===== src/rtl/gpu_mem_arbiter.sv =====
// -----------------------------------------------------------------------------
// gpu_mem_arbiter
// Shares one byte-wide Avalon-MM master port among NUM_MASTERS gpu_controller
// ports (one per screen tile). One transaction is in flight at a time and
// masters are served round-robin.
//
// Each controller sees waitrequest held high until its transaction has
// completed downstream. It then sees a single cycle of waitrequest low, with
// readdatavalid high for reads.
//
// Ports
//   clock, reset       clock; asynchronous active-high reset
//   m_address          per-master address, master k at [k*ADDR_BITS +: ADDR_BITS]
//   m_writedata        per-master write data, master k at [k*DATA_BITS +: DATA_BITS]
//   m_write, m_read    per-master request strobes (read wins if both set)
//   m_waitrequest      per-master stall, low for one cycle on completion
//   m_readdata         latched read data, shared by all masters
//   m_readdatavalid    per-master read completion strobe
//   s_*                downstream Avalon-MM master port (pipelined reads)
//   busy               high whenever the arbiter is not idle
//   grant              index of the current / last granted master
// -----------------------------------------------------------------------------
module gpu_mem_arbiter #(
   parameter int NUM_MASTERS = 4,
   parameter int ADDR_BITS   = 32,
   parameter int DATA_BITS   = 8,
   parameter int MASTER_BITS = $clog2(NUM_MASTERS)
) (
   input  logic                             clock,
   input  logic                             reset,
   input  logic [NUM_MASTERS*ADDR_BITS-1:0] m_address,
   input  logic [NUM_MASTERS*DATA_BITS-1:0] m_writedata,
   input  logic [NUM_MASTERS-1:0]           m_write,
   input  logic [NUM_MASTERS-1:0]           m_read,
   output logic [NUM_MASTERS-1:0]           m_waitrequest,
   output logic [DATA_BITS-1:0]             m_readdata,
   output logic [NUM_MASTERS-1:0]           m_readdatavalid,
   output logic [ADDR_BITS-1:0]             s_address,
   output logic [DATA_BITS-1:0]             s_writedata,
   output logic                             s_write,
   output logic                             s_read,
   input  logic                             s_waitrequest,
   input  logic [DATA_BITS-1:0]             s_readdata,
   input  logic                             s_readdatavalid,
   output logic                             busy,
   output logic [MASTER_BITS-1:0]           grant
);

   typedef enum logic [1:0] {
      IDLE      = 2'd0,
      ISSUE     = 2'd1,
      WAIT_DATA = 2'd2,
      RESP      = 2'd3
   } state_t;

   state_t                 state_reg, state_next;
   logic [MASTER_BITS-1:0] grant_reg, grant_next;
   logic [MASTER_BITS-1:0] rr_ptr_reg, rr_ptr_next;
   logic [ADDR_BITS-1:0]   addr_reg, addr_next;
   logic [DATA_BITS-1:0]   wdata_reg, wdata_next;
   logic                   cmd_read_reg, cmd_read_next;
   logic [DATA_BITS-1:0]   rdata_reg, rdata_next;

   logic [NUM_MASTERS-1:0] request;
   logic                   pick_valid;
   logic [MASTER_BITS-1:0] pick_idx;
   logic [MASTER_BITS:0]   scan_sum;

   genvar gi;

   generate
      for (gi = 0; gi < NUM_MASTERS; gi++) begin : g_request
         assign request[gi] = m_read[gi] | m_write[gi];
      end
   endgenerate

   // Round-robin pick: the first requester at or above rr_ptr, wrapping.
   // The loop runs from the farthest offset down to offset 0, so the
   // requester nearest the pointer is the last one assigned and wins.
   always_comb begin
      pick_valid = 1'b0;
      pick_idx   = '0;
      scan_sum   = '0;
      for (int i = NUM_MASTERS - 1; i >= 0; i--) begin
         scan_sum = {1'b0, rr_ptr_reg} + (MASTER_BITS + 1)'(i);
         if (scan_sum >= (MASTER_BITS + 1)'(NUM_MASTERS)) begin
            scan_sum = scan_sum - (MASTER_BITS + 1)'(NUM_MASTERS);
         end
         if (request[scan_sum[MASTER_BITS-1:0]]) begin
            pick_valid = 1'b1;
            pick_idx   = scan_sum[MASTER_BITS-1:0];
         end
      end
   end

   always_ff @(posedge clock or posedge reset) begin
      if (reset) begin
         state_reg    <= IDLE;
         grant_reg    <= '0;
         rr_ptr_reg   <= '0;
         addr_reg     <= '0;
         wdata_reg    <= '0;
         cmd_read_reg <= 1'b0;
         rdata_reg    <= '0;
      end else begin
         state_reg    <= state_next;
         grant_reg    <= grant_next;
         rr_ptr_reg   <= rr_ptr_next;
         addr_reg     <= addr_next;
         wdata_reg    <= wdata_next;
         cmd_read_reg <= cmd_read_next;
         rdata_reg    <= rdata_next;
      end
   end

   always_comb begin
      state_next    = state_reg;
      grant_next    = grant_reg;
      rr_ptr_next   = rr_ptr_reg;
      addr_next     = addr_reg;
      wdata_next    = wdata_reg;
      cmd_read_next = cmd_read_reg;
      rdata_next    = rdata_reg;
      s_read        = 1'b0;
      s_write       = 1'b0;

      case (state_reg)
         IDLE: begin
            // The command is snapshotted here. Later changes by the master
            // cannot alter the transaction in flight.
            if (pick_valid) begin
               grant_next    = pick_idx;
               addr_next     = m_address[pick_idx*ADDR_BITS +: ADDR_BITS];
               wdata_next    = m_writedata[pick_idx*DATA_BITS +: DATA_BITS];
               cmd_read_next = m_read[pick_idx];
               state_next    = ISSUE;
            end
         end
         ISSUE: begin
            s_read  = cmd_read_reg;
            s_write = ~cmd_read_reg;
            if (!s_waitrequest) begin
               state_next = cmd_read_reg ? WAIT_DATA : RESP;
            end
         end
         WAIT_DATA: begin
            if (s_readdatavalid) begin
               rdata_next = s_readdata;
               state_next = RESP;
            end
         end
         RESP: begin
            // Arbitration resumes only from IDLE on the next cycle. With the
            // pointer already past the served master, that master cannot jump
            // ahead of another waiting requester.
            if (grant_reg == MASTER_BITS'(NUM_MASTERS - 1)) begin
               rr_ptr_next = '0;
            end else begin
               rr_ptr_next = grant_reg + MASTER_BITS'(1);
            end
            state_next = IDLE;
         end
         default: state_next = IDLE;
      endcase
   end

   // The read strobe is gated with the live m_read. A master that dropped its
   // request mid-transaction still gets the waitrequest pulse but no data.
   generate
      for (gi = 0; gi < NUM_MASTERS; gi++) begin : g_master_resp
         logic served;
         assign served              = (state_reg == RESP) && (grant_reg == MASTER_BITS'(gi));
         assign m_waitrequest[gi]   = ~served;
         assign m_readdatavalid[gi] = served & cmd_read_reg & m_read[gi];
      end
   endgenerate

   assign s_address   = addr_reg;
   assign s_writedata = wdata_reg;
   assign m_readdata  = rdata_reg;
   assign busy        = (state_reg != IDLE);
   assign grant       = grant_reg;

endmodule


===== config.mk =====
export PLATFORM = sky130hd
export DESIGN_NAME = gpu_mem_arbiter
export DESIGN_NICKNAME = d
export VERILOG_FILES = /design/src/rtl/gpu_mem_arbiter.sv
export SDC_FILE = /design/constraint.sdc
export NUM_CORES = 1
export LEC_CHECK = 0
export ABC_AREA = 1
export BUFFER_PORTS_ARGS = -buffer_cell sky130_fd_sc_hd__buf_2
export CORE_MARGIN = 2
export CORE_UTILIZATION = 46
export CTS_CLUSTER_DIAMETER = 100
export CTS_CLUSTER_SIZE = 25
export DETAILED_ROUTE_END_ITERATION = 10
export PLACE_DENSITY = 0.79
export SLEW_MARGIN = 5
export SYNTH_ARGS = -nofsm -noshare
export SYNTH_HDL_FRONTEND = slang
export SYNTH_SLANG_ARGS = --single-unit

===== constraint.sdc =====
create_clock -name clock -period 2.3 [get_ports clock]
set_clock_uncertainty 0.05 [all_clocks]
set_input_delay 0.69 -clock clock [delete_from_list [all_inputs] [get_ports clock]]
set_output_delay 0.69 -clock clock [all_outputs]
set_load 0.02 [all_outputs]

# ---- After elaboration in Yosys (flattened, before gate mapping)
# Cells that the tools add are included.
dict set report totals {
  mem_bits_ro 0
  n_memories 0
  mem_bits_rw 0
  latchBits 0
  ff_bits 55
  output_inout_bits 61
  elab_cells 92
  in_bits 180
}
dict set report op_classes {
  div 0
  shift 2
  reduce_logical 10
  add_sub_neg 8
  n_bitwise 17
  order_cmp 9
  eq_ne 9
  n_mul 0
  muxes 30
}
# operator n
set op_table {}
lappend op_table {{128-bit by 8-bit variable part select with 32-bit output} 1}
lappend op_table {{32-bit by 6-bit variable part select with 8-bit output} 1}
lappend op_table {{2-bit two-way mux} 12}
lappend op_table {{2-bit by 3-bit < comparator with 1-bit output (second input constant)} 5}
lappend op_table {{1-bit two-way mux} 12}
lappend op_table {{1-bit binary-select mux with 2-bit select} 5}
lappend op_table {{3-bit greater-or-equal comparator (second input constant)} 3}
lappend op_table {{1-bit AND} 8}
lappend op_table {{2-bit == test (second input constant)} 4}
lappend op_table {{2-bit case mux with 4 select lines} 1}
lappend op_table {{2-bit by 1-bit subtractor with 2-bit output (second input constant)} 4}
lappend op_table {{2-bit by 2-bit adder with 3-bit output (second input constant)} 2}
lappend op_table {{2-bit != test (second input constant)} 3}
lappend op_table {{1-bit NOT} 5}
lappend op_table {{2-bit by 1-bit == test with 1-bit output (second input constant)} 2}
lappend op_table {{1-bit logical AND} 4}
lappend op_table {{2-bit zero test} 2}
lappend op_table {{1-bit OR} 4}
lappend op_table {{2-bit AND reduction} 2}
lappend op_table {{2-bit by 1-bit adder with 3-bit output (second input constant)} 1}
lappend op_table {{2-bit by 3-bit greater-or-equal comparator with 1-bit output (second input constant)} 1}
lappend op_table {{3-bit AND reduction} 1}
lappend op_table {{2-bit by 1-bit adder with 2-bit output (second input constant)} 1}
lappend op_table {{2-bit nonzero test} 1}

# ---- Longest topological paths before layout
dict set report depth {
  word_depth 11
  ltp_mapped 16
  depth_no_buf 14
}

# ---- Worst setup path before layout
# No wires, ideal clock.
dict set report synth_timing {
  kind {reg2out}
  startpoint {register grant_reg[0], in the netlist grant[0]}
  endpoint {output m_readdatavalid[2]}
  path_slack_ns 0.172
  t_arrival_ns 1.388
  t_required_ns 1.560
  path_stages_with_launch 5
  n_path_buf 0
  cell_sequence {dfrtp_1 > inv_1 > ha_1 > nand2_1 > nor3_1}
}
dict set report synth_via {
  elab_chain_len 4
}
# item line
set synth_rtl {}
lappend synth_rtl {{start, declared} 57} ;# logic [MASTER_BITS-1:0] grant_reg, grant_next;
lappend synth_rtl {{start signal, assigned} 107} ;# grant_reg <= grant_next;
lappend synth_rtl {{2-bit == test} 172} ;# assign served = (state_reg == RESP) && (grant_reg == MASTER_BITS'(gi));
lappend synth_rtl {{1-bit logical AND} 172}
lappend synth_rtl {{1-bit AND (2 in series)} 174} ;# assign m_readdatavalid[gi] = served & cmd_read_reg & m_read[gi];
lappend synth_rtl {{end, declared} 37} ;# output logic [NUM_MASTERS-1:0] m_readdatavalid,
# Every way passes these cells.

# ---- Worst setup path after layout
dict set report layout_timing {
  startpoint {register state_reg[1]}
  endpoint {output s_write}
}
dict set report layout_via {
  elab_chain_len 2
}
# item line
set layout_rtl {}
lappend layout_rtl {{start, declared} 56} ;# state_t state_reg, state_next;
lappend layout_rtl {{start signal, assigned} 106} ;# state_reg <= state_next;
lappend layout_rtl {{2-bit by 1-bit == test with 1-bit output} 127} ;# case (state_reg)
lappend layout_rtl {{1-bit two-way mux} 127}
lappend layout_rtl {{end, declared} 40} ;# output logic s_write,
# Every way passes these cells.

==> run metrics <==
via count 5,102; fill count 894; worst slew pin tran 0.5516 ns; synthesized flop and latch total 55; routing usage on met2 0.4524; CP Class flop to output pin; top post-synthesis cells by area dfrtp_1 31%, nand3_1 19%, nand2_1 19%; worst-skew pair later-pin latency 0.31 ns; largest net degree at the start of global routing 35; crit path capture type output pin; Starting Density 0.4759; power per standard cell area 1364 mW/mm^2; slowest cell delay on critical path 0.45 ns; die footprint 0.01040 sq mm; Commonest cells post-synth 220 x nand2_1, 167 x nand3_1, 156 x inv_1; Reg area 0.001378 sq mm; clock network power share 0.068; Max Cap Violations 0; peak supply drop 0.5289 mV; initial antenna violation count 0; Post-CTS Hold Buffers 0; fmax 458.2 MHz; Clock Sinks 55; Post-Syn Nets 904; area of the mapped netlist 0.004418 sq mm; max_slew headroom 0.6317; TNS Setup 0 ns; CTS H-tree depth 2; asr flop ratio synth 1.000; Chip Width 102 microns; EDFF count, synth 0; core box area 0.009284 sq mm; Fin. Hold Viols 0; gr usage total 0.2413; Switching Fraction 0.5197; Core Rows 35; clock slew at reported path FFs 0.11 ns; Finished Layout Cells 1,082; grt total ovfl 0; Combinational Power Share 0.713; Final Critical Period 2.182 ns; gpl congestion 0.8354; Pint 3.911 mW; final core utilization 0.6429; Flop pwr share 0.219; PortBufs 240; DR iter-0 viols 195; hpwl dp 9993 microns; CP dominant cell by count inv_1; Post-route DRC 0; Placed Cells 1,074; critical path, cell by cell inv_1 -> ha_1 -> inv_1 -> nor2_1 -> buf_2; syn avg cell area 6.179 sq um; fin. max-slew vios 0; outcome finished clean; Yosys top cell by area dfrtp_1; M1 GR Usage 0.2896; GR Util met3 0.04172; most common cell in the netlist nand2_1; DRT Pass-1 Iters 5; Leakage 3.815 nW; Seq/Total Area, Yosys 0.3115; Psw 4.232 mW; worst hold margin 0.3636 ns; cts bufs inserted 5; Die H 102 microns; WL final 12,920 microns; worst-path maximum fanout 4; Area Overhead vs Synth 35.09%; post-route ant nets 0; share of the synthesized area in the top cell type 0.3115; Min-Delay Path Class input pin to asynchronous set/reset pin; Synthesis Warnings 0; Avg Vias per Cell 4.715; ant diodes 0; slowest CP cell dfrtp_1; Final nets 1,141; TritonCTS clock tree built; Multi-input gate area 0.002247 sq mm; layout cells sized above 1 0.3200; Final period util 0.9489; WP data arrival 1.44 ns; cell count after synthesis 715; Design Area, Final 0.005968 sq mm; post-synth cell types 26; vias in the first global route 4,588; CTS root buf clkbuf_8; worst-case reg-to-reg path depth 14; dpl cell area 0.005862 sq mm; Final Setup Violations 0; WL per Instance 11.94 microns; Synth Flop Type dfrtp_1; Startpoint Class flop; Critical Path RT 1.56 ns; Ports 241; first-pass GRT wire length 20,300 microns; CTS max path bufs 2; Largest register FFs 32; GRT Max-Usage Layer met2
-- layer usage --
| layer | vias up | wire length, microns |
|---|---|---|
| met3 | 8 | 1172 |
| met2 | 236 | 6419 |
| met1 | 2222 | 5230 |
| met4 | 0 | 92 |
| met5 | - | 0 |
| li1 | 2636 | - |
-- worst max-delay path, delay by kind of cell (launching register included) --
family                     cells  cell delay, ns
DFF                            1            0.45
buffers and inverters          3            0.38
adders and majority gates      1            0.21
and+or+nand+nor                1            0.10
-- cell usage in the layout, fill, tap and decap left out, drive strengths merged --
| master | n |
|---|---|
| nor3 | 4 |
| clkbuf | 5 |
| ha | 9 |
| a22oi | 1 |
| nand3 | 169 |
| mux2 | 8 |
| dfrtp | 55 |
| inv | 161 |
| nand3b | 1 |
| nor2 | 11 |
| nand2 | 229 |
| o21ai | 8 |
| or2 | 20 |
| clkinv | 2 |
| buf | 267 |
| a21oi | 3 |
-- power by group through the flow --
stage	clock [mW]	sequential (mW)	combinational (mW)
5_1_grt	0.617	1.85	6.48
3_5_place_dp	0	1.79	5.81
3_3_place_gp	0	1.78	5.74
6_report	0.552	1.79	5.80
2_1_floorplan	0	2.28	3.51
4_1_cts	0.574	1.78	5.82
-- stage by stage --
stage / setup WS (ns) / power [mW]
2_1_floorplan: 0.1722 / 5.793
3_3_place_gp: -0.1883 / 7.520
3_5_place_dp: -0.2351 / 7.601
4_1_cts: 0.003835 / 8.170
5_1_grt: -0.006994 / 8.949
6_report: 0.1176 / 8.143
-- what timing repair did --
item                       4_1_cts  5_1_grt
setup buffers                    0        0
resized for setup                0        4
setup endpoints to repair        0       35
-- worst paths after layout --
check	start	end	slack, ns
hold / removal	reset	s_address[17]	0.36
max in group asynchronous	reset	m_readdata[2]	1.26
setup / recovery	state_reg[1]	s_write	0.12
min in group clock	s_writedata[5]	s_writedata[5]	0.43
setup reg to reg	rr_ptr_reg[0]	s_address[15]	0.25
hold reg to reg	s_writedata[5]	s_writedata[5]	0.43
-- cells by family after synthesis --
group | Yosys count | synth area share
buffers and inverters | 197 | 0.1838
adder cells (fa/ha/maj) | 9 | 0.02549
flip-flops | 55 | 0.3115
AO/OA/AOI/OAI | 12 | 0.01416
AND/OR/NAND/NOR | 434 | 0.4446
multiplexers | 8 | 0.02039
-- layout make-up --
cell class	count	area share
multi-input cells	463	0.3765
inverters	160	0.1010
clock buffers	5	0.01153
flip-flops and latches	55	0.2308
clock inverters	3	0.003145
repair buffers	267	0.2499
well taps	129	0.02704
Note: power is estimated with default switching activity, not from simulation.
